File: src/rtl/cnn_layer_accel_awe_pkg.sv
// Shared declarations for the AWE per-job sequencer.
//   - default field widths (used as parameter defaults by the sequencer)
//   - awe_seq_state_t : sequencer FSM states
//   - awe_seq_cfg_t   : captured job configuration {kws, num_win, mode}
// The struct is sized from the package widths, so a width change is made here.
package cnn_layer_accel_awe_pkg;

  localparam int AWE_KERNAL_SIZE_WIDTH = 4;
  localparam int AWE_MODE_WIDTH        = 2;
  localparam int AWE_NUM_WIN_WIDTH     = 16;
  localparam int AWE_MAX_OUTSTANDING   = 64;

  typedef enum logic [2:0] {
    SEQ_IDLE  = 3'd0,
    SEQ_LOAD  = 3'd1,
    SEQ_ISSUE = 3'd2,
    SEQ_DRAIN = 3'd3,
    SEQ_FIN   = 3'd4
  } awe_seq_state_t;

  typedef struct packed {
    logic [AWE_KERNAL_SIZE_WIDTH-1:0] kws;
    logic [AWE_NUM_WIN_WIDTH-1:0]     num_win;
    logic [AWE_MODE_WIDTH-1:0]        mode;
  } awe_seq_cfg_t;

endpackage

File: src/rtl/cnn_layer_accel_awe_seq_cnt.sv
// Generic wrap-around counter with enable, terminal-count flag and
// synchronous clear. Used for the tap counter and the window counter.
// Ports:
//   clk, rst   : clock, synchronous active-high reset
//   clr        : synchronous clear (job accept)
//   en         : advance by one; wraps to 0 when count == term_val
//   term_val   : terminal value (last count before wrap)
//   count      : current count
//   at_term    : count == term_val
module cnn_layer_accel_awe_seq_cnt
  import cnn_layer_accel_awe_pkg::*;
#(
  parameter int WIDTH = 8
) (
  input  logic             clk,
  input  logic             rst,
  input  logic             clr,
  input  logic             en,
  input  logic [WIDTH-1:0] term_val,
  output logic [WIDTH-1:0] count,
  output logic             at_term
);

  assign at_term = (count == term_val);

  always_ff @(posedge clk) begin
    if (rst || clr) begin
      count <= '0;
    end else if (en) begin
      count <= at_term ? '0 : count + WIDTH'(1);
    end
  end

endmodule

File: src/rtl/cnn_layer_accel_awe_seq.sv
// Per-job sequencer for the two-CE AWE DSP chain.
// Accepts one job {K, num_windows, mode}, issues K*K operand strobes per
// window into the CE0/CE1 pixel/weight paths, counts returned results and
// pulses done once the job has drained.
// Ports:
//   clk, rst                  : clock, synchronous active-high reset
//   cfg_valid/cfg_ready       : job handshake (ready only in IDLE)
//   cfg_kernal_window_size    : K, taps per window = K*K
//   cfg_num_windows, cfg_mode : window count, datapath mode
//   buf_ready                 : operands for the current tap are available
//   issue_valid               : ce0/ce1 pixel_valid and weight_valid strobe
//   issue_tap_idx             : tap index within the window
//   issue_last_tap            : issue is the final tap of its window
//   new_map                   : pulse on the first issue of a job
//   kernal_window_size, mode  : registered configuration to the datapath
//   result_valid              : dataout_valid from the AWE DSP chain
//   busy, done                : status; done pulses one cycle in FIN
//   err_overrun               : sticky spurious-result flag (cleared by rst)
// Optional: define CNN_LAYER_ACCEL_AWE_SEQ_PERF_EN to add the
//   perf_busy_cycles / perf_stall_cycles saturating counters.
module cnn_layer_accel_awe_seq
  import cnn_layer_accel_awe_pkg::*;
#(
  parameter int C_KERNAL_SIZE_WIDTH = AWE_KERNAL_SIZE_WIDTH,
  parameter int C_MODE_WIDTH        = AWE_MODE_WIDTH,
  parameter int C_NUM_WIN_WIDTH     = AWE_NUM_WIN_WIDTH,
  parameter int C_MAX_OUTSTANDING   = AWE_MAX_OUTSTANDING
) (
  input  logic                             clk,
  input  logic                             rst,
  input  logic                             cfg_valid,
  output logic                             cfg_ready,
  input  logic [C_KERNAL_SIZE_WIDTH-1:0]   cfg_kernal_window_size,
  input  logic [C_NUM_WIN_WIDTH-1:0]       cfg_num_windows,
  input  logic [C_MODE_WIDTH-1:0]          cfg_mode,
  input  logic                             buf_ready,
  output logic                             issue_valid,
  output logic [2*C_KERNAL_SIZE_WIDTH-1:0] issue_tap_idx,
  output logic                             issue_last_tap,
  output logic                             new_map,
  output logic [C_KERNAL_SIZE_WIDTH-1:0]   kernal_window_size,
  output logic [C_MODE_WIDTH-1:0]          mode,
  input  logic                             result_valid,
  output logic                             busy,
  output logic                             done,
  output logic                             err_overrun
`ifdef CNN_LAYER_ACCEL_AWE_SEQ_PERF_EN
  ,
  output logic [31:0]                      perf_busy_cycles,
  output logic [31:0]                      perf_stall_cycles
`endif
);

  localparam int TW = 2 * C_KERNAL_SIZE_WIDTH;
  localparam int OW = $clog2(C_MAX_OUTSTANDING + 1);

  function automatic logic [TW-1:0] taps_of(input logic [C_KERNAL_SIZE_WIDTH-1:0] k);
    return TW'(k) * TW'(k);
  endfunction

  awe_seq_state_t              state, state_nxt;
  awe_seq_cfg_t                cfg_q;
  logic [TW-1:0]               taps_q;
  logic [OW-1:0]               outstanding;
  logic [C_NUM_WIN_WIDTH-1:0]  returned;
  logic                        armed;
  logic [TW-1:0]               tap_cnt;
  logic                        tap_at_term;
  logic [C_NUM_WIN_WIDTH-1:0]  win_cnt;
  logic                        win_at_term;

  logic accept, issue_ok, last_issue, result_ok, spurious, degenerate;

  assign accept     = cfg_valid && (state == SEQ_IDLE);
  assign issue_ok   = (state == SEQ_ISSUE) && buf_ready &&
                      (outstanding < OW'(C_MAX_OUTSTANDING));
  assign last_issue = issue_ok && tap_at_term;
  assign result_ok  = result_valid && (state != SEQ_IDLE) && (outstanding != '0);
  // armed is cleared by rst and set on accept, so results still in flight
  // from a job aborted by reset do not raise the overrun flag.
  assign spurious   = result_valid && armed &&
                      ((state == SEQ_IDLE) || (outstanding == '0));
  assign degenerate = (cfg_q.kws == '0) || (cfg_q.num_win == '0);

  cnn_layer_accel_awe_seq_cnt #(.WIDTH(TW)) u_tap_cnt (
    .clk      (clk),
    .rst      (rst),
    .clr      (accept),
    .en       (issue_ok),
    .term_val (taps_q - TW'(1)),
    .count    (tap_cnt),
    .at_term  (tap_at_term)
  );

  cnn_layer_accel_awe_seq_cnt #(.WIDTH(C_NUM_WIN_WIDTH)) u_win_cnt (
    .clk      (clk),
    .rst      (rst),
    .clr      (accept),
    .en       (last_issue),
    .term_val (cfg_q.num_win - C_NUM_WIN_WIDTH'(1)),
    .count    (win_cnt),
    .at_term  (win_at_term)
  );

  always_comb begin
    state_nxt = state;
    unique case (state)
      SEQ_IDLE:  if (cfg_valid) state_nxt = SEQ_LOAD;
      // Degenerate jobs still latch K/mode in LOAD, then skip ISSUE entirely.
      SEQ_LOAD:  state_nxt = degenerate ? SEQ_FIN : SEQ_ISSUE;
      SEQ_ISSUE: if (last_issue && win_at_term) state_nxt = SEQ_DRAIN;
      SEQ_DRAIN: if ((returned == cfg_q.num_win) && (outstanding == '0)) state_nxt = SEQ_FIN;
      SEQ_FIN:   state_nxt = SEQ_IDLE;
      default:   state_nxt = SEQ_IDLE;
    endcase
  end

  always_comb begin
    cfg_ready      = (state == SEQ_IDLE);
    busy           = (state != SEQ_IDLE);
    done           = (state == SEQ_FIN);
    issue_valid    = issue_ok;
    issue_tap_idx  = tap_cnt;
    issue_last_tap = last_issue;
    // Tap 0 of window 0 occurs exactly once per job: after the final window
    // both counters wrap to 0 but the FSM has already left ISSUE.
    new_map        = issue_ok && (tap_cnt == '0) && (win_cnt == '0);
  end

  always_ff @(posedge clk) begin
    if (rst) begin
      state              <= SEQ_IDLE;
      outstanding        <= '0;
      returned           <= '0;
      armed              <= 1'b0;
      err_overrun        <= 1'b0;
      kernal_window_size <= '0;
      mode               <= '0;
    end else begin
      state <= state_nxt;
      if (accept) begin
        returned <= '0;
        armed    <= 1'b1;
      end else if (result_ok) begin
        returned <= returned + C_NUM_WIN_WIDTH'(1);
      end
      if (state == SEQ_LOAD) begin
        kernal_window_size <= cfg_q.kws;
        mode               <= cfg_q.mode;
      end
      if (last_issue && !result_ok) begin
        outstanding <= outstanding + OW'(1);
      end else if (!last_issue && result_ok) begin
        outstanding <= outstanding - OW'(1);
      end
      if (spurious) begin
        err_overrun <= 1'b1;
      end
    end
  end

  // Configuration capture: data only, no reset needed.
  always_ff @(posedge clk) begin
    if (accept) begin
      cfg_q.kws     <= cfg_kernal_window_size;
      cfg_q.num_win <= cfg_num_windows;
      cfg_q.mode    <= cfg_mode;
    end
    if (state == SEQ_LOAD) begin
      taps_q <= taps_of(cfg_q.kws);
    end
  end

`ifdef CNN_LAYER_ACCEL_AWE_SEQ_PERF_EN
  function automatic logic [31:0] sat_inc32(input logic [31:0] v);
    return (v == 32'hFFFF_FFFF) ? v : v + 32'd1;
  endfunction

  always_ff @(posedge clk) begin
    if (rst || accept) begin
      perf_busy_cycles  <= '0;
      perf_stall_cycles <= '0;
    end else begin
      if (state != SEQ_IDLE) begin
        perf_busy_cycles <= sat_inc32(perf_busy_cycles);
      end
      if ((state == SEQ_ISSUE) && !issue_ok) begin
        perf_stall_cycles <= sat_inc32(perf_stall_cycles);
      end
    end
  end
`endif

endmodule
File: config.mk
export PLATFORM = sky130hd
export DESIGN_NAME = cnn_layer_accel_awe_seq
export DESIGN_NICKNAME = d
export VERILOG_FILES = /design/src/rtl/cnn_layer_accel_awe_pkg.sv /design/src/rtl/cnn_layer_accel_awe_seq_cnt.sv /design/src/rtl/cnn_layer_accel_awe_seq.sv
export SDC_FILE = /design/constraint.sdc
export NUM_CORES = 1
export LEC_CHECK = 0
export BUFFER_PORTS_ARGS = -buffer_cell sky130_fd_sc_hd__buf_4
export CAP_MARGIN = 20
export CORE_MARGIN = 10
export CORE_UTILIZATION = 40
export DETAILED_ROUTE_END_ITERATION = 8
export RECOVER_POWER = 25
export SETUP_SLACK_MARGIN = 0.05
export SLEW_MARGIN = 20
export SYNTH_ARGS = -nofsm -noshare
export SYNTH_HDL_FRONTEND = slang
export SYNTH_HIERARCHICAL = 1
export SYNTH_SLANG_ARGS = --single-unit
File: constraint.sdc
create_clock -name clk -period 5.6 [get_ports clk]
set_input_delay 1.12 -clock clk [delete_from_list [all_inputs] [get_ports clk]]
set_output_delay 1.12 -clock clk [all_outputs]
set_load 0.02 [all_outputs]
==> Word-level counts from Yosys, hierarchy flattened <==
Cells that the tools add are included.
{ "word_totals": {"register_bits": 88, "out_inout_bits": 21, "word_cells": 71} }
{ "classes": {"addsub": 7, "mul": 1, "order_cmp": 1, "eq_ne": 10, "muxes": 9, "reduce_logical": 30} }
{ "ops": {"columns": ["cell", "n"], "rows": [
  ["adder 16 x 1 -> 16 bit, second input constant", 2],
  ["equality test 16 bit", 2],
  ["zero test 16 bit", 2],
  ["two-way mux 16 bit", 1],
  ["subtractor 16 x 1 -> 16 bit, second input constant", 1],
  ["logical AND 1 bit", 14],
  ["two-way mux 7 bit", 2],
  ["two-way mux 3 bit", 4],
  ["one-hot mux 3 bit (4 select lines)", 1],
  ["adder 8 x 1 -> 8 bit, second input constant", 1],
  ["equality test 8 bit", 1],
  ["zero test 8 bit", 1],
  ["multiplier 4 x 4 -> 8 bit", 1],
  ["two-way mux 8 bit", 1],
  ["subtractor 8 x 1 -> 8 bit, second input constant", 1],
  ["adder 7 x 1 -> 7 bit, second input constant", 1],
  ["zero test 7 bit", 1],
  ["less-than comparator 7 bit, second input constant", 1],
  ["nonzero test 7 bit", 1],
  ["subtractor 7 x 1 -> 7 bit, second input constant", 1],
  ["equality test 3 x 2 -> 1 bit, second input constant", 2],
  ["zero test 4 bit", 1],
  ["!= test 2 bit, second input constant", 2],
  ["equality test 3 x 1 -> 1 bit, second input constant", 1],
  ["9 further kinds", 12]
]} }

==> Longest topological paths before layout <==
{ "depth": {"ltp_word": 8, "ltp_mapped": 16, "depth_no_buf": 16} }

==> Cells and area by module <==
Netlist, hierarchy kept.
{ "by_module_without_submodules": {"columns": ["mod", "n_inst", "cells_each", "area_per_inst_um2"], "rows": [
  ["cnn_layer_accel_awe_seq", 1, 336, 3409.5],
  ["cnn_layer_accel_awe_seq_cnt (u_win_cnt)", 1, 123, 1034.7],
  ["cnn_layer_accel_awe_seq_cnt (u_tap_cnt)", 1, 49, 447.9]
]} }

==> Least setup slack after synthesis <==
Ideal clock, no wire load.
{ "synth_timing": {"kind": "in2reg", "startpoint": "in buf_ready", "endpoint": "reg outstanding[6]", "setup_time_ns": 0.124, "t_arrival_ns": 4.057, "required_time_ns": 5.476, "slack_ns": 1.418, "cell_stages": 11, "path_buffers": 0, "cell_sequence": "nand2_1 nor4_1 and2_1 ha_1 inv_1 ha_1 or4_1 a311o_1 o211ai_1 xnor2_1 nor2_1"} }
{ "synth_via": {"elab_chain_len": 6} }
{ "synth_lines": {"columns": ["element", "line", "text"], "rows": [
  ["start, declared", "cnn_layer_accel_awe_seq.sv:36", "input logic buf_ready,"],
  ["logical AND 1 bit (*) (2 in a row)", "cnn_layer_accel_awe_seq.sv:75", "assign issue_ok = (state == SEQ_ISSUE) && buf_ready &&"],
  ["named net issue_valid", "cnn_layer_accel_awe_seq.sv:37", "output logic issue_valid,"],
  ["logical AND 1 bit (*)", "cnn_layer_accel_awe_seq.sv:77", "assign last_issue = issue_ok && tap_at_term;"],
  ["named net issue_last_tap", "cnn_layer_accel_awe_seq.sv:39", "output logic issue_last_tap,"],
  ["zero test 1 bit", "cnn_layer_accel_awe_seq.sv:153", "end else if (!last_issue && result_ok) begin"],
  ["logical AND 1 bit", "cnn_layer_accel_awe_seq.sv:153", null],
  ["nonzero test 2 bit (no line)", null, null],
  ["end signal, assigned", "cnn_layer_accel_awe_seq.sv:152", "outstanding <= outstanding + OW'(1);"],
  ["end signal, assigned", "cnn_layer_accel_awe_seq.sv:154", "outstanding <= outstanding - OW'(1);"],
  ["end, declared", "cnn_layer_accel_awe_seq.sv:64", "logic [OW-1:0] outstanding;"]
]} }
Mark *: on every way through the listed nets, which the timed path passes. The rest lies on a longest branch.
A chain may end at the register's enable or synchronous reset.

==> Final worst setup path <==
{ "layout_timing": {"startpoint": "reg taps_q[2]", "endpoint": "reg outstanding[6]"} }
{ "layout_via": {"elab_chain_len": 6} }
{ "layout_lines": {"columns": ["element", "line", "text"], "rows": [
  ["start, declared", "cnn_layer_accel_awe_seq.sv:63", "logic [TW-1:0] taps_q;"],
  ["start signal, assigned", "cnn_layer_accel_awe_seq.sv:170", "taps_q <= taps_of(cfg_q.kws);"],
  ["subtractor 8 x 1 -> 8 bit (*)", "cnn_layer_accel_awe_seq.sv:90", ".term_val (taps_q - TW'(1)),"],
  ["equality test 8 bit (*)", "cnn_layer_accel_awe_seq_cnt.sv:24", "assign at_term = (count == term_val);"],
  ["named net tap_at_term", "cnn_layer_accel_awe_seq.sv:68", "logic tap_at_term;"],
  ["logical AND 1 bit (*)", "cnn_layer_accel_awe_seq.sv:77", null],
  ["zero test 1 bit", "cnn_layer_accel_awe_seq.sv:153", null],
  ["logical AND 1 bit", "cnn_layer_accel_awe_seq.sv:153", null],
  ["nonzero test 2 bit (no line)", null, null]
]} }
Marks and branches as above.

==> metrics.cfg <==
[finish]
total_area_of_sequential_cells_mm2=0.00203
layout-area-overhead-vs-synth_pct=15.7
final_core_utilization_pct=47.1
layout_cell_share_with_drive_strength_beyond_1_pct=15.6
finalNetCount=597
antenna_cells_inserted=0
stdcell_count=706
combined_area_of_the_multi_input_logic_cells_mm2=0.00270
final.fill_count=1150

[hold_path]
worstHoldPathType=reg2reg

[yosys]
ys_async_sr_fraction_pct=0
postSynthAreaPerCell_um2=9.63
post_synth_xor_area_fraction_pct=16.8
synth_top_family_by_area=simple AND/OR/NAND/NOR gates
yosys.area.top_type_share_pct=23.7
synth_cells=508
nets_in_the_synthesized_netlist=551
ys_seq_elements=87
yosysTopAreaCell=sky130_fd_sc_hd__dfxtp_1
yosysSeqAreaShare_pct=41.5
synth-main-ff-cell=sky130_fd_sc_hd__dfxtp_1
synth_simple_gate_area_share_pct=25.9
synth-compound-area-share_pct=6.11
synth-warning-count=6
synth_cell_types=57
synth-adder-area-share_pct=4.25
syn_area_mm2=0.00489
proportion_of_synthesized_area_in_mux_cells_pct=2.05
synth_edf_count=29
synth_top_cells_by_area=sky130_fd_sc_hd__dfxtp_1, sky130_fd_sc_hd__edfxtp_1, sky130_fd_sc_hd__xor2_1

[routing]
wl_um=10700
wl_per_cell_um=15.2
routed_via_count_divided_by_cell_count=5.24
dr.first_iter.drc_count=212
via_total_after_detailed_routing=3701
dr.pass1.iters=4
remaining_drc_errors=0
detail-route-antenna-nets=0

[die]
die-area_mm2=0.0171
floorplan.io_pins=48
die-height_um=131
placementRows=40
die_w_um=131
floorplan.core_area_mm2=0.0120
floorplan.initialDensity_pct=40.7

[timing]
final-hold-violation-count=0
hold-worst-slack_ns=0.482
layout_worst_path_cycle_share_pct=72.7
worstMarginPinSlew_ns=1.93
unrepaired_setup_endpoints_after_global_routing=no
timing.final.max_slew_violations=14
finalClockSkew_ns=0.00591
setup-violations-final=0
slew-limit-headroom_pct=-29.5
post-route-worst-setup-slack_ns=1.53
finalSetupTns_ns=0
fmaxAchievable_mhz=246
finalWorstPathRequiredPeriod_ns=4.07

[clocking]
clk_root_buffer_cell=sky130_fd_sc_hd__clkbuf_16
post_cts_resize_count=0
cts_num_sinks=87
clock_insertion_delay_worst_skew_ns=0.35
tritoncts_clock_tree=done
htreeDepth=3
clk_pin_slew_worst_paths_ns=0.06
post-cts-setup-buffers=0
max-clock-path-buffers=2
number_of_cts_inserted_buffers=9
hold_buffers=0

[critical_path]
worstPathRequired_ns=5.84
critical_path.max_fanout=13
critPathSlowestCell=sky130_fd_sc_hd__or4_1
timing.critical_path.arrival_ns=4.31
worst_setup_sp_type=flop
cp_cell_sequence=or4_1, nor2_1, xor2_1, xnor2_1, nand4_1, nor2_1, and2_1, buf_4, ha_1, inv_1, ha_1, or4_1, a311o_1, o211ai_1, xnor2_1, nor2_1
path_class=reg2reg
reg2reg_slack_ns=1.53
timing.critical_path.slowest_cell_delay_ns=0.62
worst_setup_path_end_kind=flop
path_common_cell=sky130_fd_sc_hd__nor2_1

[place]
gp_congestion=0.865
io_buffer_count=47
dpl.hpwl_um=8070
place.detailed.instances=690
dp_worst_setup_slack_ns=1.52

[power_and_ir_drop]
p_leak_nw=2.18
power.share.switching_pct=30.9
clock_power_share_pct=31.6
p_comb_share_pct=26.5
total_switching_power_mw=0.576
ir_drop_mv=0.202
internal_power_consumption_mw=1.29
powerDensity_mw_per_mm2=329
seq_power_share_pct=41.9

[global_route]
globalRoute.totalOverflow=0
grt_util_all_layers_pct=13.2
antenna_found_initial=0
grt_start_max_net_pins=27
grt_pass1_vias=3634
grt_first_pass_wirelength_um=18100

[run_status]
failed_checks=capacitance limit, slew limit
status=finished, violations left

[flow_run]
max-cap-violations=1

[registers in the layout (all words and copies together) (netlist names)]
name / cells
err_overrun: 1
cfg_q: 22
u_win_cnt/count: 16
taps_q: 7
state: 3
armed: 1
returned: 16
kernal_window_size: 4
mode: 2
outstanding: 7
u_tap_cnt/count: 8
[worst paths after layout]
| path | from | endpoint | cells after the start |
|---|---|---|---|
| max | taps_q[2] | outstanding[6] | 16 |
| min | armed | armed | 2 |
| max reg2reg | taps_q[2] | outstanding[6] | 16 |
| min reg2reg | armed | armed | 2 |
[kinds of logic after synthesis]
logic type | after synthesis
AO/OA/AOI/OAI | 41
XOR/XNOR | 94
adder cells (fa/ha/maj) | 16
buffers and inverters | 33
flip-flops | 87
multiplexers | 10
AND/OR/NAND/NOR | 227
[cells in the final DEF, fill, tap and decap left out, drive strengths merged, types with 3 or more instances in the layout]
master,count
inv,18
and3,4
dfxtp,58
nor4,24
o31ai,3
or4,3
nand4,15
edfxtp,29
nand2b,3
and2,14
a21o,3
mux2i,10
or3,3
nand3,18
nor3,21
ha,15
nor3b,3
a31oi,5
nand2,37
or2,4
and4,4
nand3b,4
nor2b,6
xnor2,44
xor2,50
buf,28
o21ai,7
clkbuf,36
nor2,62
a21oi,11
[synth_stat cells, types with 4 or more instances]
master	n
sky130_fd_sc_hd__nand3_1	17
sky130_fd_sc_hd__nor4_1	14
sky130_fd_sc_hd__and3_1	4
sky130_fd_sc_hd__ha_1	15
sky130_fd_sc_hd__nor3_1	20
sky130_fd_sc_hd__and4_1	4
sky130_fd_sc_hd__mux2i_1	10
sky130_fd_sc_hd__a21oi_1	11
sky130_fd_sc_hd__o21ai_0	7
sky130_fd_sc_hd__edfxtp_1	29
sky130_fd_sc_hd__a31oi_1	5
sky130_fd_sc_hd__nand3b_1	4
sky130_fd_sc_hd__nand4_1	14
sky130_fd_sc_hd__nand2_1	37
sky130_fd_sc_hd__and2_1	13
sky130_fd_sc_hd__nor2b_1	6
sky130_fd_sc_hd__nor4_2	7
sky130_fd_sc_hd__inv_1	17
sky130_fd_sc_hd__nor2_1	59
sky130_fd_sc_hd__xor2_1	50
sky130_fd_sc_hd__clkbuf_1	6
sky130_fd_sc_hd__dfxtp_1	58
sky130_fd_sc_hd__xnor2_1	44
[power groups by stage]
stage | clock network, mW | registers, mW | logic (mW)
after floorplan | 0 | 0.782 | 0.385
after global placement | 0 | 0.793 | 0.485
after detailed placement | 0 | 0.794 | 0.494
after CTS | 0.604 | 0.780 | 0.500
after global routing | 0.633 | 0.790 | 0.558
final | 0.589 | 0.780 | 0.493
[worst max-delay path: cells and delay by family (launching register included)]
family                   cells  cell delay (ns)
AO/OA/AOI/OAI                2             0.44
XOR/XNOR                     3             0.47
adder cells (fa/ha/maj)      2             0.50
buffers and inverters        2             0.35
flip-flops                   1             0.40
AND/OR/NAND/NOR              7             1.80
[routing by layer]
metal / GRT usage (%) / share of wire (%)
met3: 3.30 / 3.8
met2: 20.9 / 47
met4: 5.69 / 1.7
met1: 16.8 / 48
met5: 0 / 0
[through the flow]
| step | power, mW | instance area, um^2 |
|---|---|---|
| after floorplan | 1.17 | 4890 |
| after global placement | 1.28 | 5370 |
| after detailed placement | 1.29 | 5370 |
| after CTS | 1.89 | 5660 |
| after global routing | 1.98 | 5660 |
| final | 1.86 | 5660 |
[layout make-up]
| class | instances | share of cell area (%) |
|---|---|---|
| multi-input combinational | 388 | 47.7 |
| inverter | 18 | 1.24 |
| clock buffer | 14 | 5.06 |
| clock inverter | 2 | 0.177 |
| tap | 147 | 3.25 |
| sequential | 87 | 35.9 |
| timing repair buffer | 50 | 6.63 |
Power figures use the tool's default switching activity.
